===== src/rtl/reset_sequencer.sv =====
// Turns a synchronised PLL lock flag and user requests into a clean registered system reset.
// Latency: sys_rst/ready update on the edge that decides the next state; req_rst acts on its 3rd edge.
// No backpressure: free-running sequencer, outputs are levels.
module reset_sequencer #(
    parameter int LOCK_CYCLES = 1024,
    parameter int RST_CYCLES  = 16,
    parameter int DROP_W      = 8
) (
    input  logic              clk,
    input  logic              rst_n,
    input  logic              clk_locked,
    input  logic              req_rst,
    output logic              sys_rst,
    output logic              sys_rst_n,
    output logic              ready,
    output logic              lock_lost,
    output logic [DROP_W-1:0] drop_count
);

    localparam int CNT_MAX = (LOCK_CYCLES > RST_CYCLES) ? LOCK_CYCLES : RST_CYCLES;
    localparam int CNT_W   = (CNT_MAX > 1) ? $clog2(CNT_MAX) : 1;

    localparam logic [CNT_W-1:0]  LOCK_LAST = CNT_W'(LOCK_CYCLES - 1);
    localparam logic [CNT_W-1:0]  RST_LAST  = CNT_W'(RST_CYCLES - 1);
    localparam logic [CNT_W-1:0]  CNT_ONE   = CNT_W'(1);
    localparam logic [DROP_W-1:0] DROP_ONE  = DROP_W'(1);
    localparam logic [DROP_W-1:0] DROP_SAT  = '1;

    typedef enum logic [1:0] {
        WAIT_LOCK,
        STABLE,
        HOLD,
        RUN
    } state_t;

    state_t           state;
    state_t           next_state;
    logic [CNT_W-1:0] cnt;
    logic [CNT_W-1:0] next_cnt;
    logic             drop_evt;

    logic req_meta;
    logic req_sync;
    logic req_d;
    logic req_pulse;

    // req_rst is asynchronous to clk: two flops to settle, a third for edge detection
    always_ff @(posedge clk or negedge rst_n) begin
        if (!rst_n) begin
            req_meta <= 1'b0;
            req_sync <= 1'b0;
            req_d    <= 1'b0;
        end else begin
            req_meta <= req_rst;
            req_sync <= req_meta;
            req_d    <= req_sync;
        end
    end

    assign req_pulse = req_sync & ~req_d;

    always_comb begin
        next_state = state;
        next_cnt   = cnt;
        drop_evt   = 1'b0;
        unique case (state)
            WAIT_LOCK: begin
                if (clk_locked) begin
                    next_state = STABLE;
                    next_cnt   = '0;
                end
            end
            STABLE: begin
                // a drop before the window completes is not a loss of an established lock
                if (!clk_locked) begin
                    next_state = WAIT_LOCK;
                end else if (cnt == LOCK_LAST) begin
                    next_state = HOLD;
                    next_cnt   = '0;
                end else begin
                    next_cnt = cnt + CNT_ONE;
                end
            end
            HOLD: begin
                if (!clk_locked) begin
                    next_state = WAIT_LOCK;
                    drop_evt   = 1'b1;
                end else if (req_pulse) begin
                    next_cnt = '0;
                end else if (cnt == RST_LAST) begin
                    next_state = RUN;
                end else begin
                    next_cnt = cnt + CNT_ONE;
                end
            end
            RUN: begin
                // lock still good on a user request, so the stability window is skipped
                if (!clk_locked) begin
                    next_state = WAIT_LOCK;
                    drop_evt   = 1'b1;
                end else if (req_pulse) begin
                    next_state = HOLD;
                    next_cnt   = '0;
                end
            end
            default: begin
                next_state = WAIT_LOCK;
                next_cnt   = '0;
            end
        endcase
    end

    always_ff @(posedge clk or negedge rst_n) begin
        if (!rst_n) begin
            state <= WAIT_LOCK;
            cnt   <= '0;
        end else begin
            state <= next_state;
            cnt   <= next_cnt;
        end
    end

    // outputs follow next_state so they change on the same edge as the decision
    always_ff @(posedge clk or negedge rst_n) begin
        if (!rst_n) begin
            sys_rst   <= 1'b1;
            sys_rst_n <= 1'b0;
            ready     <= 1'b0;
        end else begin
            sys_rst   <= (next_state != RUN);
            sys_rst_n <= (next_state == RUN);
            ready     <= (next_state == RUN);
        end
    end

    always_ff @(posedge clk or negedge rst_n) begin
        if (!rst_n) begin
            lock_lost  <= 1'b0;
            drop_count <= '0;
        end else if (drop_evt) begin
            lock_lost <= 1'b1;
            if (drop_count != DROP_SAT) begin
                drop_count <= drop_count + DROP_ONE;
            end
        end
    end

endmodule

===== config.mk =====
export PLATFORM = sky130hd
export DESIGN_NAME = reset_sequencer
export DESIGN_NICKNAME = d
export VERILOG_FILES = /design/src/rtl/reset_sequencer.sv
export SDC_FILE = /design/constraint.sdc
export NUM_CORES = 1
export LEC_CHECK = 0
export CORE_ASPECT_RATIO = 1.75
export CORE_MARGIN = 4
export CORE_UTILIZATION = 40
export DETAILED_ROUTE_END_ITERATION = 12
export SYNTH_ARGS = -nofsm -noshare
export SYNTH_HDL_FRONTEND = slang
export SYNTH_SLANG_ARGS = --single-unit

===== constraint.sdc =====
create_clock -name clk -period 2.1 [get_ports clk]
set_input_delay 0.42 -clock clk [delete_from_list [all_inputs] [get_ports clk]]
set_output_delay 0.42 -clock clk [all_outputs]
set_load 0.005 [all_outputs]

=== Word level (Yosys, flattened, before mapping) ===
Index checks and enable logic that the tools add are counted.

* Add/subtract/negate cells: 2
* Multipliers: 0
* Div/mod/pow operators: 0
* Order comparisons: 0
* Eq/ne operators: 14
* Shift operators: 0
* Multiplexer cells: 20
* Bitwise gates (word level): 2
* Reduce and logical (&&, ||, !) cells: 4

{| class="wikitable"
|+ Operators with widths
! cell !! count
|-
| 10-bit 2-to-1 mux || 8
|-
| 10-bit case mux with 4 select lines || 1
|-
| 2-bit 2-to-1 mux || 8
|-
| 2-bit != test (second input constant) || 6
|-
| 10-bit by 1-bit adder with 10-bit output (second input constant) || 1
|-
| 10-bit == test (second input constant) || 1
|-
| 10-bit by 4-bit == test with 1-bit output (second input constant) || 1
|-
| 8-bit by 1-bit adder with 8-bit output (second input constant) || 1
|-
| 8-bit != test (second input constant) || 1
|-
| 2-bit case mux with 4 select lines || 1
|-
| 2-bit == test (second input constant) || 3
|-
| 6-bit AND reduction || 1
|-
| 3-bit != test (second input constant) || 1
|-
| 2-bit by 1-bit == test with 1-bit output (second input constant) || 1
|-
| 2-bit logical NOT || 1
|-
| 1-bit 2-to-1 mux || 2
|-
| 2-bit AND reduction || 1
|-
| 2-bit OR reduction || 1
|-
| 1-bit AND || 1
|-
| 1-bit inverter || 1
|}

* Register bits after elaboration: 26
* Latch bits: 0
* Memory bits (writable): 0
* Bits in read-only memories: 0
* Logic and storage cells: 51
* Memories kept: 0

=== Longest topological paths before layout ===
* Depth in word-level cells: 6
* Mapped depth: 8

=== Worst setup path before layout ===
OpenSTA, ideal clock, no wires.

* Kind: reg2reg
* From: reg state[0]
* To: reg cnt[8]
* Arrival time: 1681 ps
* Data required time: 2020 ps
* Slack: 338 ps
* Stages on the path, launching flop included: 9
* Path through: dfrtp_1 -> inv_1 -> ha_1 -> buf_6 -> nor3_2 -> a2bb2oi_2 -> o21ai_2 -> or3_1 -> o211ai_2

* Word-level cells in the longest chain between the ends: 3
* Elaborated cells between the ends (all ways): 12
* Those cells by class: eq/ne: 9; mux: 1; reduce/logical: 2

{| class="wikitable"
|+ Ends and longest elaborated chain
! item !! RTL line !! text
|-
| from (decl) || 36 || <nowiki>state_t state;</nowiki>
|-
| from (signal assigned) || 118 || <nowiki>state <= next_state;</nowiki>
|-
| 2-bit == test, or another cell as far along || 66 || <nowiki>unique case (state)</nowiki>
|-
| 3-bit != test (no source line) / 2-bit != test (equally long branches) || -- ||
|-
| 6-bit AND reduction (no source line) || -- ||
|-
| to (signal assigned) || 119 || <nowiki>cnt <= next_cnt;</nowiki>
|-
| to (decl) || 38 || <nowiki>logic [CNT_W-1:0] cnt;</nowiki>
|}

Parallel ways exist; a longest one is shown, timed or not.
A chain may end at the register's enable or synchronous reset.

=== Final worst setup path ===
* From: reg state[1]
* To: reg cnt[8]

The elaborated chain is that of the path after synthesis.

==> out/qor.csv <==
metric;value;unit
outcome;finished clean;
path_class;flop to flop;
cts_setup_buffers;0;
yosysWarningCount;0;
ir_worst_vdd;0.473;mV
worst_slew_pin_slew;0.494;ns
cts_max_level;1;
grt_max_degree;27;
grt_pass1_wl;5010;um
max_slew_margin;67.0;%
utilization;50.3;%
clkPwrFrac;32.1;%
r2r-end;cnt[8]$_DFFE_PN0P_;
finClkSkew;0.00163;ns
hold_viol;0;
area_delta_synth_final;19.6;%
num_antenna_cells;0;
maxSlewViolCount;0;
reg2reg_depth;7;
holdWs;0.365;ns
p_per_area;733;mW/mm^2
ys_seq_area_share;45.1;%
die_w;53.4;um
ios;16;
pwr-share-comb;24.4;%
layout-drive-gt1-share;15.0;%
io_buffers;15;
hpwl;2140;um
finalCritPeriodShare;90.6;%
postCtsHoldBufs;0;
antenna_found_initial;0;
clk_latency;0.27;ns
cp_max_fo;8;
wirelength;2790;um
timing.rr.start;state[1]$_DFF_PN0_;
synth_edf_count;0;
swShare;27.9;%
tritoncts;yes;
viasPerCell;5.32;
synth.net_count;145;
fp-row-count;28;
synth_top_area_cell;dfrtp_1;
fillers;343;
grt.overflow.total;0;
vias;1053;
maxCapViolCount;0;
clockRootBuffer;clkbuf_8;
leakagePower;0.000742;uW
cts_num_sinks;26;
startpoint_type;flop;
switchingPower;354;uW
synthFlopType;dfrtp_1;
dr_wl_met3;59;um
cp.arrival;2.10;ns
core;0.00343;mm^2
top_layer;met4;
grt_pass1_vias;1109;
clk_pin_slew;0.09;ns
place.gp.congestion;0.743;
drt_first_pass_iters;4;
period_needed;1.90;ns
netlist_area;0.00145;mm^2
worst_hold_path.num_cells;0;
drtAntennaViolNets;0;
tns;0;ns
netlist.area_leader.share;43.3;%
final_nets;165;
cts_buffers;3;
initial_core_util;42.1;%
power.internal;913;uW
synthArstFlopShare;100;%
yosys-top-cells-count;25 x dfrtp_1, 11 x nand2_1, 10 x nand3_1;
drt-initial-drc-count;14;
rsz0062_at_grt;no;
fp.dieArea;0.00468;mm^2
clockBufferDepth;2;
r2r_slack;0.20;ns
final-setup-viol-count;0;
fmax;526;MHz
gr-usage-all-layers;14.3;%
synth_most_common_cell;dfrtp_1;
yosysUniqueCellTypes;45;
crit_end;cnt[8]$_DFFE_PN0P_;
postSynthAreaPerCell;10.8;um^2
hp-class;flop to flop;
synth_cells;134;
met2_length;1600;um
wl_per_cell;14.1;um
drt-met1-wl;1090;um
cp.required;2.29;ns
critPathCaptureType;flop;
startpoint;state[1]$_DFF_PN0_;
drc;0;
seq_power_share;43.5;%
die_h;87.5;um
synth.area.top_cells;dfrtp_1 43%, ha_1 6.1%, xor2_1 3.6%;
ys_seq_elements;26;
-- per-layer routing --
layer  vias up  global-route usage (%)
li1        518                       -
met1       516                    16.5
met4         0                    5.58
met2        15                    25.9
met3         4                    1.54
met5         -                       0
-- placed cells by master, fill, tap and decap left out, drive strengths merged, types with 2 or more instances in the layout --
cell,n
a21o,3
a21oi,2
a31oi,2
and2,3
and3,5
buf,2
clkbuf,3
clkdlybuf4s50,15
dfrtp,25
ha,7
inv,5
nand2,11
nand2b,3
nand3,12
nand4,4
nor2,7
nor2b,3
nor3,2
nor4,3
o21ai,4
o21bai,2
o31ai,3
or3,2
xnor2,5
xor2,6
-- per-stage QoR --
step | area [um^2] | total power, uW | worst slack (ns) | cells
6_report | 1730 | 1270 | 0.198 | 198
5_1_grt | 1730 | 1350 | 0.0218 | 198
4_1_cts | 1720 | 1280 | 0.159 | 198
3_5_place_dp | 1650 | 865 | 0.0909 | 194
3_3_place_gp | 1650 | 867 | 0.132 | 194
2_1_floorplan | 1450 | 791 | 0.338 | 134
-- flip-flops by register name (all words and copies together) (netlist names) --
register,count
drop_count,8
sys_rst,1
lock_lost,1
state,2
ready,1
req_meta,1
req_d,1
cnt,10
req_sync,1
-- final cells by class --
| class | count | area [um^2] | area share [%] |
|---|---|---|---|
| inverters | 5 | 18.8 | 1.09 |
| repair buffers | 17 | 165 | 9.56 |
| clock inverters | 1 | 30.0 | 1.74 |
| flip-flops and latches | 26 | 652 | 37.7 |
| well taps | 45 | 56.3 | 3.26 |
| multi-input cells | 101 | 764 | 44.2 |
| clock buffers | 3 | 41.3 | 2.39 |
-- power groups by stage --
| stage | Combinational [uW] | Clock, uW | Sequential (uW) |
|---|---|---|---|
| 2_1_floorplan | 235 | 0 | 556 |
| 3_3_place_gp | 306 | 0 | 561 |
| 3_5_place_dp | 303 | 0 | 562 |
| 4_1_cts | 306 | 421 | 552 |
| 5_1_grt | 353 | 439 | 557 |
| 6_report | 309 | 407 | 552 |
-- critical path, cell delays in order (launching register included) --
cell	delay [ns]
dfrtp_1	0.40
inv_1	0.11
ha_1	0.31
nor3_2	0.21
a2bb2oi_2	0.18
o21ai_2	0.13
or3_1	0.41
o211ai_2	0.08
-- logic make-up (layout without fill, tap and decap cells) --
kind of cell               count (synthesis)  after routing  share of synthesized area, %
AOI/OAI and AO/OA                         25             25                          15.8
buffers and inverters                      7             26                          2.60
DFF                                       26             26                          45.1
xor gates and xnor gates                  11             11                          6.67
and+or+nand+nor                           57             57                          22.9
adders and majority gates                  7              7                          6.06
muxes                                      1              1                         0.779
-- timing repair --
action                     4_1_cts  5_1_grt
setup endpoints to repair        0        1
hold endpoints to repair         0        0
gates resized for setup          0        2
-- how the worst min path moves through the flow --
stage	start	endpoint	slack (ns)
2_1_floorplan	rst_n	cnt[0]$_DFFE_PN0P_	0.12
3_3_place_gp	req_meta$_DFF_PN0_	req_sync$_DFF_PN0_	0.34
3_5_place_dp	req_meta$_DFF_PN0_	req_sync$_DFF_PN0_	0.35
4_1_cts	req_meta$_DFF_PN0_	req_sync$_DFF_PN0_	0.37
5_1_grt	req_meta$_DFF_PN0_	req_sync$_DFF_PN0_	0.37
6_report	req_meta$_DFF_PN0_	req_sync$_DFF_PN0_	0.36
Note: power is estimated with default switching activity, not from simulation.
